File: src/rtl/serial_subtractor.sv
`default_nettype none
// ============================================================================
// Module      : serial_subtractor
// Description : Bit-serial subtractor, D = A - B - b_in, LSB first over WIDTH
//               cycles with a start/done handshake. Optional signed overflow
//               flag port ovf when SERIAL_SUB_OVF_EN is defined.
// Revision    : 1.0 - initial release
// ============================================================================
module serial_subtractor #(
    parameter int WIDTH = 8
) (
    input  logic             clk,
    input  logic             reset,
    input  logic             start,
    input  logic [WIDTH-1:0] a,
    input  logic [WIDTH-1:0] b,
    input  logic             b_in,
    output logic             busy,
    output logic             done,
    output logic [WIDTH-1:0] d,
    output logic             b_out,
    output logic             zero
`ifdef SERIAL_SUB_OVF_EN
    ,
    output logic             ovf
`endif
);

    localparam int                 c_CNT_W = $clog2(WIDTH) + 1;
    localparam logic [c_CNT_W-1:0] c_LAST  = c_CNT_W'(WIDTH - 1);

    typedef enum logic [1:0] {
        S_IDLE = 2'd0,
        S_RUN  = 2'd1,
        S_DONE = 2'd2
    } state_t;

    state_t             r_state;
    state_t             w_state_nxt;
    logic [WIDTH-1:0]   r_a_sh;
    logic [WIDTH-1:0]   r_b_sh;
    logic [WIDTH-1:0]   r_res;
    logic               r_borrow;
    logic [c_CNT_W-1:0] r_cnt;

    logic               w_a_bit;
    logic               w_b_bit;
    logic               w_diff;
    logic               w_borrow_nxt;
    logic               w_last;
    logic [WIDTH-1:0]   w_result;

    assign w_a_bit      = r_a_sh[0];
    assign w_b_bit      = r_b_sh[0];
    assign w_diff       = w_a_bit ^ w_b_bit ^ r_borrow;
    assign w_borrow_nxt = (~w_a_bit & w_b_bit) | (~(w_a_bit ^ w_b_bit) & r_borrow);
    assign w_last       = (r_cnt == c_LAST);
    // Result bits enter from the MSB so bit 0 lands in place after WIDTH shifts.
    assign w_result     = {w_diff, r_res[WIDTH-1:1]};

    assign busy = (r_state != S_IDLE);
    assign done = (r_state == S_DONE);

    always_ff @(posedge clk) begin
        if (reset) begin
            r_state <= S_IDLE;
        end else begin
            r_state <= w_state_nxt;
        end
    end

    always_comb begin
        w_state_nxt = r_state;
        case (r_state)
            S_IDLE:  if (start) w_state_nxt = S_RUN;
            S_RUN:   if (w_last) w_state_nxt = S_DONE;
            S_DONE:  w_state_nxt = S_IDLE;
            default: w_state_nxt = S_IDLE;
        endcase
    end

    always_ff @(posedge clk) begin
        if (reset) begin
            r_a_sh   <= '0;
            r_b_sh   <= '0;
            r_res    <= '0;
            r_borrow <= 1'b0;
            r_cnt    <= '0;
            d        <= '0;
            b_out    <= 1'b0;
            zero     <= 1'b1;
`ifdef SERIAL_SUB_OVF_EN
            ovf      <= 1'b0;
`endif
        end else begin
            case (r_state)
                S_IDLE: begin
                    if (start) begin
                        r_a_sh   <= a;
                        r_b_sh   <= b;
                        r_borrow <= b_in;
                        r_res    <= '0;
                        r_cnt    <= '0;
                    end
                end
                S_RUN: begin
                    r_a_sh   <= r_a_sh >> 1;
                    r_b_sh   <= r_b_sh >> 1;
                    r_res    <= w_result;
                    r_borrow <= w_borrow_nxt;
                    r_cnt    <= r_cnt + 1'b1;
                    if (w_last) begin
                        d     <= w_result;
                        b_out <= w_borrow_nxt;
                        zero  <= (w_result == '0);
`ifdef SERIAL_SUB_OVF_EN
                        // On the last bit the operand LSBs are the latched MSBs.
                        ovf   <= (w_a_bit != w_b_bit) && (w_diff != w_a_bit);
`endif
                    end
                end
                default: ;
            endcase
        end
    end

endmodule
`default_nettype wire

File: config.mk
export PLATFORM = sky130hd
export DESIGN_NAME = serial_subtractor
export DESIGN_NICKNAME = d
export VERILOG_FILES = /design/src/rtl/serial_subtractor.sv
export SDC_FILE = /design/constraint.sdc
export NUM_CORES = 1
export LEC_CHECK = 0
export ABC_AREA = 1
export BUFFER_PORTS_ARGS = -buffer_cell sky130_fd_sc_hd__buf_2
export CELL_PAD_IN_SITES_DETAIL_PLACEMENT = 0
export CELL_PAD_IN_SITES_GLOBAL_PLACEMENT = 1
export CORE_ASPECT_RATIO = 1.5
export CORE_MARGIN = 3
export CORE_UTILIZATION = 35
export DETAILED_ROUTE_END_ITERATION = 6
export PLACE_DENSITY = 0.84
export SYNTH_ARGS = -nofsm -noshare
export SYNTH_HDL_FRONTEND = slang
export SYNTH_SLANG_ARGS = --single-unit
File: constraint.sdc
create_clock -name clk -period 2 [get_ports clk]
set_clock_uncertainty 0.15 [all_clocks]
set_input_delay 0.3 -clock clk [delete_from_list [all_inputs] [get_ports clk]]
set_output_delay 0.3 -clock clk [all_outputs]
set_load 0.005 [all_outputs]
# Word-level counts from Yosys, hierarchy flattened
# Index checks and enable logic that the tools add are counted.
# classes
n_shift	0
magnitude_cmp	0
n_reduce_logical	7
mul	0
n_bitwise	7
addsub	1
div	0
muxes	13
n_eq_ne	5
# op_table
op	n
case mux 8 bit (2 select lines)	3
two-way mux 8 bit	3
zero test 8 bit	1
case mux 4 bit (2 select lines)	1
AND reduction 2 bit	3
adder 4 x 1 -> 4 bit, second input constant	1
== test 4 x 3 -> 1 bit, second input constant	1
two-way mux 2 bit	2
two-way mux 4 bit	1
!= test 2 bit, second input constant	2
case mux 2 bit (2 select lines)	1
nonzero test 2 bit	2
bitwise AND 1 bit	2
== test 2 x 1 -> 1 bit, second input constant	1
== test 2 bit, second input constant	1
zero test 2 bit	1
inverter 1 bit	2
case mux 1 bit (2 select lines)	1
XOR 1 bit	2
two-way mux 1 bit	1
OR 1 bit	1
# word_totals
ram_bits	0
output_inout_bits	12
ff_bits	41
inputBits	20
rom_bits	0
latch_bits	0
word_cells	42
memories	0

# Logic depth before layout (Yosys ltp)
# Gate-level depths: netlist of run 1.
# depth
ltp_word	5
depth_mapped	7
depth_no_buf	7

# Worst setup path before layout of run 1
# Ideal clock, no wire load.
# synth_timing
path_kind	reg2reg
start	reg r_a_sh[0]
end	reg zero
path_slack_ns	0.631
arrival_time_ns	1.086
required_ns	1.716
path_stages_with_launch	7
setup_ns	0.134
synth_period_minus_slack_ns	1.369
n_path_buf	0
cell_sequence	dfxtp_1 fa_1 nor2_1 nand2_1 nor2_1 nand2_1 nand3_1
# synth_between
elab_chain_cells	3
# synth_lines
element	line_no	source
start: declaration	40	logic [WIDTH-1:0] r_a_sh;
start signal: assignment	107	r_a_sh <= r_a_sh >> 1;
XOR 1 bit (2 in series)	55	assign w_diff = w_a_bit ^ w_b_bit ^ r_borrow;
net w_diff	48	logic w_diff;
zero test 8 bit	115	zero <= (w_result == '0);
end signal: assignment	115	
end: declaration	22	output logic zero
# The timed path passes the listed nets, and every way through them passes these cells.
# A chain may end at the register's enable or synchronous reset.

# Worst setup path in the final report of run 1
# layout_timing
start	reg r_state[0]
end	out busy
# layout_between
elab_chain_cells	1
# layout_lines
element	line_no	source
start: declaration	38	state_t r_state;
start signal: assignment	68	r_state <= w_state_nxt;
nonzero test 2 bit	61	assign busy = (r_state != S_IDLE);
end: declaration	18	output logic busy,
# No other way between the ends.

==> flow_summary.ini, run 1 <==
[sta]
worst_hold_slack_ns = 0.107
setup_viol = 0
maxSlewViolCount = 0
hold_violations = 0
fmax_ghz = 0.651
worst_slew_pin_slew_ns = 0.313
fin_setup_tns_ns = 0
fin_crit_ns = 1.54
rsz0062_at_grt = no
fin_crit_sh_pct = 76.8
relSlewSlack_pct = 79.1

[finish]
stdcell_count = 360
finalCoreUtilization_pct = 43.7
areaGrowthSynthToFinish_pct = 18.9
antenna_cells = 0
layout-drive-gt1-share_pct = 18.7
final_nets = 315

[critical_path]
crit_fanout = 6
reg2reg_slack_ns = 0.55
worst_ep_required_time_ns = 1.55
worstSetupEndpointType = output port
worstPathArrival_ns = 1.09
worst-r2r-cell-count = 7
reg2reg_from = r_cnt[0]
worstSetupStartpointType = register
r2r_end = d[2]
path_class = reg -> out

[global_routing]
grt-ovfl-total = 0
gr-usage-met2_pct = 27.3
grt_max_degree = 19
grt_pass1_vias = 1571
grt_use_total_pct = 14.8
grtUsageMet3_pct = 2.16
grtUsageMet1_pct = 16.5
antenna_found_initial = 0
busiest_layer = met2
grt_pass1_wl_um = 6980

[clock_network]
ctsResizeCount = 0
clock-root-buffer = clkbuf_8
cts_tree = built
hold_buffers = 0
clock_sinks = 40
clk_latency_ns = 0.29
clkTransAtPathRegs_ns = 0.08
cts_buffers = 5
post_cts_buffers = 0
htreeDepth = 2
clk_path_buf_depth = 2

[yosys]
ys_ff_latch = 40
yosysWarnings = 0
netlist_instances = 260
yosysSeqAreaShare_pct = 44.6
yosysTopAreaCellShare_pct = 44.6
syn_nets = 282
syn_area_um2 = 1800
syn_avg_cell_area_um2 = 6.91
netlist_top_cells_area = dfxtp_1, nand2_1, nand3_1
yosys.area.top_type = dfxtp_1
yosysUniqueCellTypes = 19

[status]
status = completed

[placed_design]
dpl.cell_count = 352
portBuffers = 31
place_congestion = 0.760
dp_hpwl_um = 2890

[detailed_routing]
wl_per_cell_um = 11.3
num_vias = 1659
finalWirelength_um = 4060
detail-route-antenna-nets = 0
drt_pass1_iterations = 4
drc = 0
drt_iter0_drc = 55
vias_per_cell = 4.61

[power_and_ir_drop]
p_sw_uw = 404
power_leakage_uw = 0.00105
ir_drop_mv = 0.528
p_sw_share_pct = 23.3
internal-power_uw = 1330
p_seq_share_pct = 48.4
power.clock.fraction_pct = 41.7
pwr-share-comb_pct = 9.9
powerDensity_nw_per_um2 = 810

[min_path]
hold_depth = 3
hold_end = r_b_sh[7]
hp-class = in -> reg
hp-start = b[7]

[die]
initial_core_util_pct = 36.8
ios = 32
die_x_um = 64.5
core-area_um2 = 4890
dieArea_um2 = 6050
die_h_um = 93.8
rows = 31

[flow_run]
cap_violations = 0
-- how the worst max path moves through the flow --
| stage | startpoint | to | cells after the start |
|---|---|---|---|
| after floorplan | r_a_sh[0] | zero | 6 |
| after global placement | r_state[1] | r_borrow | 6 |
| after detailed placement | r_cnt[0] | d[2] | 7 |
| after CTS | r_state[0] | busy | 3 |
| after global routing | r_state[1] | r_a_sh[6] | 6 |
| final | r_state[0] | busy | 3 |
-- kinds of logic after synthesis --
kind of cell | after synthesis | synth area share (%)
AOI/OAI and AO/OA | 15 | 4.18
adders and majority gates | 2 | 1.81
buffers and inverters | 36 | 9.33
DFF | 40 | 44.6
and+or+nand+nor | 167 | 40.1
-- synthesized netlist by cell type --
cell type,instances
a21oi_1,13
buf_2,5
buf_4,1
buf_6,3
clkbuf_1,3
dfxtp_1,40
fa_1,1
ha_1,1
inv_1,21
inv_2,3
nand2_1,71
nand2_2,1
nand2_4,1
nand3_1,42
nand3b_1,2
nor2_1,46
nor2_2,3
nor2_8,1
o21ai_0,2
-- final cells by class --
class | count | area, µm²
Clock buffer | 7 | 96.3
Clock inverter | 1 | 30.0
Fill cell | 555 | 2750
Inverter | 24 | 90.1
Multi-Input combinational cell | 184 | 828
Sequential cell | 40 | 801
Tap cell | 66 | 82.6
Timing Repair Buffer | 38 | 208
-- worst max-delay path: stages, from the launching register on --
cell and delay [ns]:
dfxtp_1 0.35, nor2_2 0.26, inv_1 0.06, buf_2 0.13
-- layer usage --
metal / vias up / wire, µm
met4: 0 / 65
met3: 6 / 153
li1: 875 / -
met5: - / 0
met1: 747 / 1780
met2: 31 / 2070
-- placed cells by master (no fill, tap or decap) --
| cell type | instances |
|---|---|
| ha_1 | 1 |
| buf_4 | 7 |
| dfxtp_1 | 40 |
| nor2_1 | 46 |
| clkbuf_8 | 7 |
| nor2_8 | 1 |
| fa_1 | 1 |
| nand3_1 | 42 |
| inv_1 | 21 |
| nand3b_1 | 2 |
| inv_2 | 3 |
| nand2_2 | 1 |
| nand2_1 | 71 |
| o21ai_0 | 2 |
| buf_2 | 31 |
| nor2_2 | 3 |
| nand2_4 | 1 |
| bufinv_16 | 1 |
| a21oi_1 | 13 |
-- flip-flops by register name, indices dropped and copies added (netlist names) --
register and count:
r_a_sh 8, b_out 1, r_res 7, d 8
zero 1, r_cnt 4, r_state 2, r_b_sh 8
r_borrow 1
-- stage by stage --
stage	setup slack (ns)	cell area (µm²)	power (µW)
after floorplan	0.631	1800	977
after global placement	0.561	2010	1030
after detailed placement	0.551	2010	1030
after CTS	0.447	2140	1750
after global routing	0.323	2140	1800
final	0.463	2140	1730
-- power by group through the flow --
stage	combinational, µW	sequential [µW]	clock (µW)
after floorplan	125	852	0
after global placement	174	855	0
after detailed placement	173	856	0
after CTS	174	837	734
after global routing	200	841	764
final	171	837	722
No activity file was read; power rests on OpenSTA's default activity.
==> inputs of run 2 (changes only) <==
==> constraint.sdc (replaced) <==
create_clock -name clk -period 1.49 [get_ports clk]
set_clock_uncertainty 0.15 [all_clocks]
set_input_delay 0.2235 -clock clk [delete_from_list [all_inputs] [get_ports clk]]
set_output_delay 0.2235 -clock clk [all_outputs]
set_load 0.005 [all_outputs]
==> flow_summary.ini, run 2 (synthesis gave the netlist of run 1 again) <==
[critical_path]
path_cells = nor2_4, buf_6, inv_2, buf_2
worstSetupEndpointType = output port
worstSetupStartpointType = register
cp_slowest_cell = dfxtp_4
crit_fanout = 6
path_buf_inv = 3
worstPathArrival_ns = 1.05
worst_ep_required_time_ns = 1.12
path_class = reg -> out
critical_path.top_delay_family = flip-flops
critPathMaxStageDelay_ns = 0.37

[finish]
antenna_cells = 0
layout_common_cells = nand2_1, nor2_1, nand3_1
top_regs = d x8, r_a_sh x8, r_b_sh x8
mostFrequentLayoutCell = nand2_1
nFillCells = 536
areaGrowthSynthToFinish_pct = 27.1
layout-drive-gt1-share_pct = 25.3
final_nets = 329
finalCoreUtilization_pct = 46.7

[power_and_ir_drop]
power.clock.fraction_pct = 41.3
p_sw_share_pct = 23.4
p_seq_share_pct = 47.8
p_sw_uw = 549
powerDensity_nw_per_um2 = 1030
pwr-share-comb_pct = 10.9
ir_drop_mv = 0.568
internal-power_uw = 1800
power_leakage_uw = 0.00112

[sta]
fin_crit_sh_pct = 95.7
fin_setup_tns_ns = 0
relSlewSlack_pct = 78.7
fmax_ghz = 0.701
layout_setup_ws_ns = 0.0642
fin_crit_ns = 1.43
maxSlewViolCount = 0
rsz0062_at_grt = yes
setup_viol = 0
worst_hold_slack_ns = 0.0233
worst_slew_pin_slew_ns = 0.319
hold_violations = 0

[clock_network]
clk_path_buf_depth = 2
clk_latency_ns = 0.29
htreeDepth = 2
clock_sinks = 40
clkTransAtPathRegs_ns = 0.08
cts_tree = built
clock-root-buffer = clkbuf_8
cts_buffers = 5

[flow_run]
cap_violations = 0

[placed_design]
place_congestion = 0.758
dp_hpwl_um = 2860
portBuffers = 31
dp_slack_ns = 0.0541

[detailed_routing]
wl_per_cell_um = 11.2
finalWirelength_um = 4190
drc = 0
drt_pass1_iterations = 4
drt_iter0_drc = 27
vias_per_cell = 4.58
detail-route-antenna-nets = 0
num_vias = 1713

[die]
rows = 31
dieArea_um2 = 6050
initial_core_util_pct = 36.8
die_x_um = 64.5
die_h_um = 93.8
core-area_um2 = 4890
ios = 32

[min_path]
hp-class = in -> reg

[status]
status = completed

[global_routing]
antenna_found_initial = 0
grt_pass1_vias = 1528
gr-usage-met2_pct = 25.2
grtUsageMet3_pct = 3.23
grt-ovfl-total = 0
grtUsageMet1_pct = 17.7
grt_pass1_wl_um = 6960
busiest_layer = met2
grt_use_total_pct = 14.7
grt_max_degree = 19
## run 2: cell count changes in the layout (fill, tap and decap cells not counted), sizes merged
cell and delta:
buf +14
## run 2: metrics by stage
step                total power, µW  instances  instance area [µm²]
global route                   2470        374                 2280
detailed placement             1390        358                 2050
floorplan                      1310        260                 1800
finish                         2350        374                 2280
global placement               1390        358                 2050
CTS                            2380        367                 2200
## run 2: worst register-to-register path, cell delays in order, from the launching register on
cell and delay, ns:
dfxtp_2 0.33, fa_1 0.57, nor2_1 0.05, nand2_1 0.06, nor2_1 0.03, nand2_1 0.05
nand3_1 0.06
## run 2: timing repair
action / in CTS / in global routing
gates resized for setup: 3 / 16
hold buffers: 0 / 0
pin swaps: 1 / 4
endpoints found under the setup margin: 1 / 28
setup buffers: 1 / 7
## run 2: worst paths after layout
path,start,endpoint,slack [ns],cells after the start
setup / recovery,r_state[0],busy,0.06,4
hold / removal,b[7],r_b_sh[7],0.02,3
setup reg to reg,r_a_sh[0],zero,0.07,6
hold reg to reg,d[7],d[7],0.32,2
## run 2: layout make-up
cell class | instances | area [µm²] | share of cell area [%]
multi-input cells | 184 | 848 | 37.2
inverters | 24 | 90.1 | 3.95
clock buffers | 7 | 96.3 | 4.22
clock inverters | 1 | 30.0 | 1.32
flip-flops and latches | 40 | 812 | 35.6
well taps | 66 | 82.6 | 3.62
repair buffers | 52 | 324 | 14.2
## run 2: power groups by stage
stage / sequential (µW) / combinational (µW) / clock, µW
2_1_floorplan: 1140 / 168 / 0
3_3_place_gp: 1150 / 244 / 0
3_5_place_dp: 1150 / 245 / 0
4_1_cts: 1120 / 252 / 999
5_1_grt: 1130 / 292 / 1050
6_report: 1120 / 257 / 970
## run 2: metal layers
layer | vias up | share of wire [%]
li1 | 903 | -
met1 | 778 | 43
met2 | 26 | 52
met3 | 6 | 3.1
met4 | 0 | 1.7
met5 | - | 0
==> inputs of run 3 (changes only) <==
--- a/config.mk
+++ b/config.mk
@@ -5,7 +5,6 @@
 export SDC_FILE = /design/constraint.sdc
 export NUM_CORES = 1
 export LEC_CHECK = 0
-export ABC_AREA = 1
 export BUFFER_PORTS_ARGS = -buffer_cell sky130_fd_sc_hd__buf_2
 export CELL_PAD_IN_SITES_DETAIL_PLACEMENT = 0
 export CELL_PAD_IN_SITES_GLOBAL_PLACEMENT = 1
@@ -13,7 +12,7 @@
 export CORE_MARGIN = 3
 export CORE_UTILIZATION = 35
 export DETAILED_ROUTE_END_ITERATION = 6
-export PLACE_DENSITY = 0.84
+export PLACE_DENSITY = 0.81
 export SYNTH_ARGS = -nofsm -noshare
 export SYNTH_HDL_FRONTEND = slang
 export SYNTH_SLANG_ARGS = --single-unit
==> flow_summary.ini, run 3 <==
[critical_path]
path_class = reg -> out
crit_fanout = 6
worstSetupEndpointType = output port
worst_ep_required_time_ns = 1.12
worstPathArrival_ns = 1.12
worstSetupStartpointType = register

[clock_network]
cts_buffers = 5
htreeDepth = 2
clock_sinks = 40
clk_latency_ns = 0.30
clk_path_buf_depth = 2
clkTransAtPathRegs_ns = 0.08
cts_tree = built
clock-root-buffer = clkbuf_8
hold_buffers = 0

[yosys]
yosysSeqAreaShare_pct = 43.0
yosysWarnings = 0
yosysUniqueCellTypes = 34
netlist_top_cells_area = dfxtp_1, a21oi_1, o221a_2
syn_nets = 248
yosysTopAreaCellShare_pct = 43.0
synth_edf_count = 0
ys_ff_latch = 40
yosys.area.top_type = dfxtp_1
ys.flop_type = dfxtp_1
synthArstFlopShare_pct = 0
synth_common_cells = dfxtp_1, a21oi_1, nor2_1
syn_avg_cell_area_um2 = 8.24
netlist_instances = 226
synth.most_common_cell = dfxtp_1
syn_area_um2 = 1860

[power_and_ir_drop]
powerDensity_nw_per_um2 = 992
pwr-share-comb_pct = 14.1
power.clock.fraction_pct = 37.3
power_uw = 2370
p_seq_share_pct = 48.6
p_sw_uw = 592
power_leakage_uw = 0.000998
p_sw_share_pct = 25.0
internal-power_uw = 1780
ir_drop_mv = 0.631

[detailed_routing]
detail-route-antenna-nets = 0
finalWirelength_um = 4510
drc = 0
vias_per_cell = 5.20
drt_pass1_iterations = 4
num_vias = 1767
wl_per_cell_um = 13.3
drt_iter0_drc = 88

[sta]
setup_viol = 1
fin_crit_sh_pct = 100
layout_setup_ws_ns = -0.00294
rsz0062_at_grt = yes
hold_violations = 0
relSlewSlack_pct = 74.3
worst_slew_pin_slew_ns = 0.385
worst_hold_slack_ns = 0.0551
fmax_ghz = 0.670
fin_crit_ns = 1.49
maxSlewViolCount = 0

[die]
core-area_um2 = 4960
ios = 32
rows = 31
initial_core_util_pct = 37.5
die_x_um = 65.6
dieArea_um2 = 6250
die_h_um = 95.3

[global_routing]
grt_use_total_pct = 15.1
grt-ovfl-total = 0
grt_pass1_wl_um = 7440
antenna_found_initial = 0
grt_max_degree = 21
grt_pass1_vias = 1665

[finish]
layout-drive-gt1-share_pct = 33.6
areaGrowthSynthToFinish_pct = 28.2
final_area_um2 = 2390
layout_common_cells = a21oi_1, dfxtp_1, nor2_1
final_nets = 295
top_regs = d x8, r_a_sh x8, r_b_sh x8
antenna_cells = 0
finalCoreUtilization_pct = 48.1

[placed_design]
place_congestion = 0.734
dp_hpwl_um = 3080
dp_slack_ns = -0.0292
postPlaceCellArea_um2 = 2120
portBuffers = 31

[min_path]
hp-class = in -> reg

[flow_run]
cap_violations = 0

[status]
status = finished with violations
violations = negative setup slack
==> run 3: critical path, stage by stage, from the launching register on <==
cell and delay [ns]:
dfxtp_4 0.35, buf_6 0.12, or2_4 0.24, buf_6 0.11
==> run 3: power groups by stage <==
| stage | clock (µW) | combinational (µW) | sequential (µW) |
|---|---|---|---|
| 2_1_floorplan | 0 | 207 | 1170 |
| 3_3_place_gp | 0 | 283 | 1180 |
| 3_5_place_dp | 0 | 286 | 1180 |
| 4_1_cts | 911 | 302 | 1150 |
| 5_1_grt | 965 | 373 | 1160 |
| 6_report | 883 | 334 | 1150 |
==> run 3: final cells by class <==
| class | count | area [µm²] |
|---|---|---|
| clock buffers | 5 | 68.8 |
| clock inverters | 3 | 42.5 |
| fillers | 533 | 2580 |
| inverters | 16 | 60.1 |
| multi-input cells | 151 | 936 |
| flip-flops and latches | 40 | 810 |
| well taps | 66 | 82.6 |
| repair buffers | 59 | 387 |
==> run 3: metal layers <==
layer  up-vias  global-route usage [%]  part of all wire (%)
met3         5                    3.66                   4.5
li1        897                       -                     -
met5         -                       0                     0
met4         0                    5.19                   1.3
met2        39                    26.4                    52
met1       826                    17.8                    42
==> run 3: worst paths after layout <==
kind                   start        end  slack, ns  depth (start not counted)
setup reg to reg    r_borrow       zero       0.02                          5
setup / recovery  r_state[0]       busy     -0.003                          3
hold / removal          a[7]  r_a_sh[7]       0.06                          3
hold reg to reg         d[3]       d[3]       0.33                          2
==> run 3: through the flow <==
stage,cells,TNS [ns]
final,340,-0.00294
after global placement,320,-0.00555
after global routing,340,-0.131
after CTS,330,-0.0230
after floorplan,226,0
after detailed placement,320,-0.0341
==> run 3: timing repair <==
action,4_1_cts,5_1_grt
setup endpoints to repair,10,15
gates cloned,0,1
pin swaps,1,1
buffers inserted,2,9
resized for setup,10,13
==> run 3: cell families after synthesis <==
logic type	after synthesis	share of synthesized area, %
AO/OA/AOI/OAI	80	28.3
adder cells (fa/ha/maj)	2	1.75
buffers and inverters	36	9.14
flip-flops	40	43.0
multiplexers	1	0.538
AND/OR/NAND/NOR	67	17.3
